`src/rtl/nn_pkg.sv`:
```
// Shared types for the layer sequencer: FSM state encoding and the index-width helper.
package nn_pkg;

    typedef enum logic {
        SEQ_IDLE = 1'b0,
        SEQ_SEND = 1'b1
    } seq_state_t;

    // Index width for n entries, never narrower than one bit.
    function automatic int unsigned idx_width(input int unsigned n);
        return (n <= 1) ? 1 : $clog2(n);
    endfunction

endpackage

```
`src/rtl/layer_sequencer.sv`:
```
// Captures NN parallel neuron outputs and streams them one word per transfer to the next layer.
// Optional out_ready backpressure is enabled by defining LAYER_SEQ_BACKPRESSURE_EN.
module layer_sequencer
    import nn_pkg::*;
#(
    parameter int NN        = 30,
    parameter int dataWidth = 16
) (
    input  logic                    clk,
    input  logic                    rst,
    input  logic [NN-1:0]           in_valid,
    input  logic [NN*dataWidth-1:0] in_data,
`ifdef LAYER_SEQ_BACKPRESSURE_EN
    input  logic                    out_ready,
`endif
    output logic                    out_valid,
    output logic [dataWidth-1:0]    out_data,
    output logic                    busy,
    output logic                    done,
    output logic                    overrun
);

    localparam int unsigned      IDX_W    = idx_width(NN);
    localparam logic [IDX_W-1:0] LAST_IDX = IDX_W'(NN - 1);

    seq_state_t           r_state, w_state_nxt;
    logic [IDX_W-1:0]     r_idx, w_idx_nxt;
    logic [dataWidth-1:0] r_words [NN];
    logic [dataWidth-1:0] r_out_data;
    logic                 r_overrun;

    logic w_capture, w_advance, w_last, w_load, w_overrun_set;

    assign w_capture = &in_valid;
`ifdef LAYER_SEQ_BACKPRESSURE_EN
    assign w_advance = (r_state == SEQ_SEND) && out_ready;
`else
    assign w_advance = (r_state == SEQ_SEND);
`endif
    assign w_last = w_advance && (r_idx == LAST_IDX);

    // NOTE: registers use <= so every flop samples pre-edge values regardless of statement order.
    always_ff @(posedge clk) begin
        if (rst) begin
            r_state <= SEQ_IDLE;
            r_idx   <= '0;
        end else begin
            r_state <= w_state_nxt;
            r_idx   <= w_idx_nxt;
        end
    end

    // NOTE: every output of this block is assigned a default first so no path can infer a latch.
    always_comb begin
        w_state_nxt   = r_state;
        w_idx_nxt     = r_idx;
        w_load        = 1'b0;
        w_overrun_set = 1'b0;
        unique case (r_state)
            SEQ_IDLE: begin
                if (w_capture) begin
                    w_state_nxt = SEQ_SEND;
                    w_idx_nxt   = '0;
                    w_load      = 1'b1;
                end
            end
            SEQ_SEND: begin
                if (w_last) begin
                    // A capture landing on the final transfer chains straight into the next pass.
                    w_idx_nxt = '0;
                    if (w_capture) w_load = 1'b1;
                    else           w_state_nxt = SEQ_IDLE;
                end else begin
                    if (w_advance) w_idx_nxt = r_idx + 1'b1;
                    if (w_capture) w_overrun_set = 1'b1;
                end
            end
        endcase
    end

    // NOTE: the capture bank is reset because its cleared contents are part of the defined reset state.
    always_ff @(posedge clk) begin
        if (rst) begin
            for (int i = 0; i < NN; i++) r_words[i] <= '0;
            r_out_data <= '0;
            r_overrun  <= 1'b0;
        end else begin
            if (w_load) begin
                for (int i = 0; i < NN; i++) r_words[i] <= in_data[i*dataWidth +: dataWidth];
                r_out_data <= in_data[dataWidth-1:0];
            end else if (w_advance && !w_last) begin
                r_out_data <= r_words[w_idx_nxt];
            end
            if (w_overrun_set) r_overrun <= 1'b1;
        end
    end

    assign out_valid = (r_state == SEQ_SEND);
    assign busy      = (r_state == SEQ_SEND);
    assign done      = w_last;
    assign out_data  = r_out_data;
    assign overrun   = r_overrun;

endmodule

```
`config.mk`:
```
export PLATFORM = sky130hd
export DESIGN_NAME = layer_sequencer
export DESIGN_NICKNAME = d
export VERILOG_FILES = /design/src/rtl/nn_pkg.sv /design/src/rtl/layer_sequencer.sv
export SDC_FILE = /design/constraint.sdc
export NUM_CORES = 1
export LEC_CHECK = 0
export ABC_AREA = 1
export BUFFER_PORTS_ARGS = -buffer_cell sky130_fd_sc_hd__buf_2
export CORE_MARGIN = 2
export CORE_UTILIZATION = 54
export CTS_CLUSTER_SIZE = 25
export DETAILED_ROUTE_END_ITERATION = 16
export PLACE_DENSITY_LB_ADDON = 0.05
export SLEW_MARGIN = 15
export SYNTH_ARGS = -nofsm -noshare
export SYNTH_HDL_FRONTEND = slang
export SYNTH_SLANG_ARGS = --single-unit
```
`constraint.sdc`:
```
create_clock -name clk -period 40.6 [get_ports clk]
set_clock_uncertainty 0.15 [all_clocks]
set_input_delay 4.06 -clock clk [delete_from_list [all_inputs] [get_ports clk]]
set_output_delay 4.06 -clock clk [all_outputs]
set_load 0.02 [all_outputs]
```
Word-level counts from Yosys, hierarchy flattened. Memories as Yosys holds them, arrays and structs flattened. A register that Yosys moved wholly into a read port is not among the register bits. Index checks and enable logic that the tools add are counted.

Flip-flop bits (word level): 7. Memory bits (writable): 480. Input bits: 512. Output and inout port bits: 20. Word-level logic and storage cells: 87. Memories: 1.

Memories: r_words (words 30, width 16, rd ports 1, clocked after memory_dff 1, wr ports 30, RTL line layer_sequencer.sv:28) `logic [dataWidth-1:0] r_words [NN];`.

Add/subtract/negate cells: 1. Equal/unequal tests: 1. Mux-type cells: 45. Bitwise operators: 31. Reductions and logical operators: 5.

Operators by type and width (count): $mux 16 (30); $or 1x1->1 (30); $reduce_and 30->1 (1); $mux 1 (10); $mux 5 (2); $pmux 5 s2 (1); $add 5x1->5 const B (1); $eq 5x5->1 const B (1); $pmux 1 s2 (2); $logic_and 1x1->1 (2); $reduce_bool 2->1 (1); $logic_not 1->1 (1); $not 1->1 (1).

Longest topological paths before layout.
Depth in word-level cells: 8. Gate-level depth with buffers: 28. Gate-level depth less buffers: 27.

Least setup slack after synthesis. Ideal clock, no wire load.

Path kind: input to register. From: input in_valid[8]. To: register r_out_data[14], in the netlist out_data[14], read port of r_words. Setup time: 0.132 ns. Data arrival time: 19.077 ns. Data required time: 40.318 ns. Path slack: 21.241 ns. Stages: 21. Buffers on the path: 2. Cell sequence: nand2_1 nor2_1 nand2_1 nor2_2 nand3_2 buf_2 nand2_1 nand2_1 nor3_1 inv_2 nor2_1 nor2_1 buf_4 nand3_1 nand2_1 nand4_1 nor2_1 nand3_1 nand2_1 nand4_1 a21oi_1.

Cells in the longest elaborated chain, start to end: 5. Elaborated cells between the ends (all ways): 7. Classes of those cells: 5 x mux; 2 x reduce/logical.

RTL lines: start, declared (RTL line layer_sequencer.sv:11) `input logic [NN-1:0] in_valid,`; $reduce_and 30->1 (*) (RTL line layer_sequencer.sv:34) `assign w_capture = &in_valid;`; $mux 1 (RTL line layer_sequencer.sv:61, layer_sequencer.sv:71); $mux 1 (RTL line layer_sequencer.sv:68) `if (w_last) begin`; $pmux 1 s2 (RTL line layer_sequencer.sv:59) `unique case (r_state)`; $reduce_bool 2->1 (no line); end, declared (RTL line layer_sequencer.sv:29) `logic [dataWidth-1:0] r_out_data;`.

Mark *: on every way between the ends. The rest lies on a longest branch, timed or not. A chain may end at the register's enable or synchronous reset.

Worst setup path after layout.
From: input in_valid[6]. To: register r_out_data[1], in the netlist out_data[1], read port of r_words.

Same word-level chain as after synthesis.

==> results.py <==
metrics = {
    "outcome": {
        "outcome": "completed",
    },
    "yosys": {
        "synth_warnings": 0,
        "synth-seq-area-share_pct": 58.89,
        "yosysTopAreaCell": "edfxtp_1",
        "synth-edff-count": 480,
        "async_reset_ff_share_pct": 0,
        "ys_types": 33,
        "synth_area_per_cell_um2": 8.139,
        "synth.area.top_cells": "edfxtp_1 (57%), nand2_1 (16%), nor2_1 (8.3%)",
        "synth_common_cells": "nand2_1 (1106), nor2_1 (559), inv_1 (507)",
        "synth_top_flop_cell": "edfxtp_1",
        "yosys.area.top_type_share_pct": 57.07,
        "synth_area_um2": 25260,
        "synthCells": 3103,
        "synth_nets": 3617,
        "ys_ff_latch": 503,
        "yosysMostFrequentCell": "nand2_1",
    },
    "worst_hold_path": {
        "hold_path.class": "flip-flop to flip-flop",
        "min-delay-start": "out_data[12]",
        "whs_path_depth": 2,
        "holdPathEnd": "out_data[12]",
    },
    "cts": {
        "cts_hold_buf": 0,
        "clock_path_buffers": 3,
        "clkLatencyLatePin_ns": 0.62,
        "cts_tree": "yes",
        "path_clk_slew_ns": 0.06,
        "cts_max_level": 2,
        "cts_resized": 0,
        "post_cts_buffers": 0,
        "root_buffer": "clkbuf_16",
        "cts_num_sinks": 503,
        "cts_made_buffers": 52,
    },
    "sta": {
        "fin_tns_setup_ns": 0,
        "rsz0062_at_grt": "no",
        "hold_violations": 0,
        "max_slew_margin_pct": 30.96,
        "setup_viol": 0,
        "tightest_slew_ns": 1.036,
        "slew_violations": 0,
        "min_period_over_period_pct": 22.39,
        "layout_setup_ws_ns": 31.51,
        "min_period_ns": 9.090,
        "fmax_mhz": 110.0,
    },
    "detailed_routing": {
        "drtIter0Drc": 2501,
        "antenna_left": 0,
        "wl_mm": 81.75,
        "routed_via_density": 5.233,
        "vias": 21999,
        "drcViolationCount": 0,
        "routedWlPerCell_um": 19.45,
        "dr.pass1.iters": 8,
    },
    "placed_design": {
        "dp_hpwl_mm": 57.01,
        "post_dp_cell_area_um2": 28230,
        "pre_cts_ws_ns": 31.01,
        "dpl.cell_count": 4107,
        "numPortBuffers": 531,
        "routabilityCongestion": 0.9155,
    },
    "floorplanning": {
        "core.rowCount": 79,
        "fp.dieW_um": 220.3,
        "core-area_um2": 46360,
        "io_pins": 532,
        "initial_core_util_pct": 54.48,
        "die_y_um": 220.3,
        "dieArea_um2": 48520,
    },
    "setup_path": {
        "r2r_end": "out_data[1]",
        "crit_slowest_cell": "inv_6",
        "worst_ep_required_time_ns": 40.95,
        "slowest_delay_ns": 0.96,
        "crit_type": "input pin to flip-flop",
        "crit_path_start": "in_valid[6]",
        "arrival_ns": 9.44,
        "reg2reg_slack_ns": 34.46,
        "startpoint_type": "input pin",
        "path_common_cell": "nand2_1",
        "r2r-start": "r_idx[0]",
        "reg2regPathDepth": 28,
        "crit_path_end_kind": "flip-flop",
        "cp_max_fo": 134,
    },
    "pwr": {
        "p_per_area_nw_per_um2": 38.40,
        "irDropWorstVdd_mv": 0.03512,
        "p_leak_uw": 0.01553,
    },
    "global_routing": {
        "antenna_found_initial": 2,
        "grt_pass1_vias": 20900,
        "grt_overflow": 0,
        "grt_max_degree": 207,
        "grt_use_total_pct": 33.24,
        "grt_pass1_wl_mm": 120.9,
    },
    "final_layout": {
        "fillers": 4004,
        "num-nets-final": 4069,
        "final_core_util_pct": 64.54,
        "finalInstanceArea_um2": 29920,
        "multiInputGateArea_um2": 7781,
        "instances_no_fill": 4204,
        "area_delta_synth_final_pct": 18.46,
        "final-seq-area_um2": 14870,
        "drive_above_1_share_pct": 18.50,
    },
    "run": {
        "drv_cap": 0,
    },
}
## worst max-delay path by stage
stage / to / cells after the start / slack, ns
2_1_floorplan: out_data[14] / 21 / 21.24
3_3_place_gp: out_data[5] / 28 / 31.05
3_5_place_dp: out_data[1] / 30 / 31.01
4_1_cts: out_data[1] / 30 / 31.62
5_1_grt: out_data[1] / 30 / 31.11
6_report: out_data[1] / 30 / 31.51
## cell usage in the layout, fill, tap and decap left out, types with 5 or more instances in the layout
| cell | netlist | final |
|---|---|---|
| buf_4 | 15 | 19 |
| nor2_1 | 559 | 554 |
| nand4_1 | 50 | 50 |
| clkinv_2 | 0 | 15 |
| a31oi_1 | 5 | 5 |
| inv_1 | 507 | 507 |
| o21ai_0 | 6 | 6 |
| clkbuf_1 | 86 | 11 |
| nand2_1 | 1106 | 1105 |
| buf_2 | 42 | 530 |
| nand3_1 | 108 | 108 |
| a21oi_1 | 59 | 59 |
| nor2_2 | 5 | 6 |
| clkbuf_16 | 0 | 53 |
| edfxtp_1 | 480 | 480 |
| dfxtp_1 | 23 | 23 |
| clkinv_1 | 2 | 9 |
| inv_2 | 13 | 11 |
## cell families (layout without fill, tap and decap cells)
kind of cell,count (synthesis),after routing,synth area share (%)
xor gates and xnor gates,3,3,0.1041
AOI/OAI and AO/OA,75,75,1.645
adders and majority gates,2,2,0.09906
buffers and inverters,677,1169,10.52
other,0,2,0
DFF,503,503,58.89
and+or+nand+nor,1843,1843,28.74
## registers in the layout, summed over array words and instances (netlist names)
signal,flops
r_words,480
out_data,16
r_idx,5
busy,1
overrun,1
## worst max-delay path: cells and delay by family
kind,cells,cell delay (ns)
and+or+nand+nor,25,2.74
buffers and inverters,5,2.54
## cell type report
class | instances | area share [%]
inverters | 522 | 6.595
multi-input cells | 1923 | 26.01
clock buffers | 64 | 4.571
flip-flops and latches | 503 | 49.72
clock inverters | 30 | 0.9493
diodes | 2 | 0.01673
well taps | 607 | 2.538
repair buffers | 553 | 9.606
## layer usage
metal | vias up | routed length (µm) | GRT usage [%]
met3 | 142 | 7243 | 4.674
met1 | 10352 | 33300 | 46.57
met4 | 0 | 2703 | 11.88
met2 | 1103 | 38500 | 53.26
met5 | - | 0 | 0
li1 | 10402 | - | -
## per-stage QoR
step / power [µW] / hold WS, ns
after CTS: 1150 / 0.3143
final: 1149 / 0.3130
after floorplan: 653.6 / 0.3917
after global placement: 687.4 / 0.3026
after detailed placement: 688.4 / 0.3050
after global routing: 1181 / 0.3461
## power breakdown
part | switching [µW] | total [µW] | internal, µW
Clock | 205 | 471 | 265
Sequential | 6.54 | 598 | 592
Combinational | 48.9 | 79.7 | 30.8
Total | 261 | 1150 | 888
No activity file was read; power rests on OpenSTA's default activity.
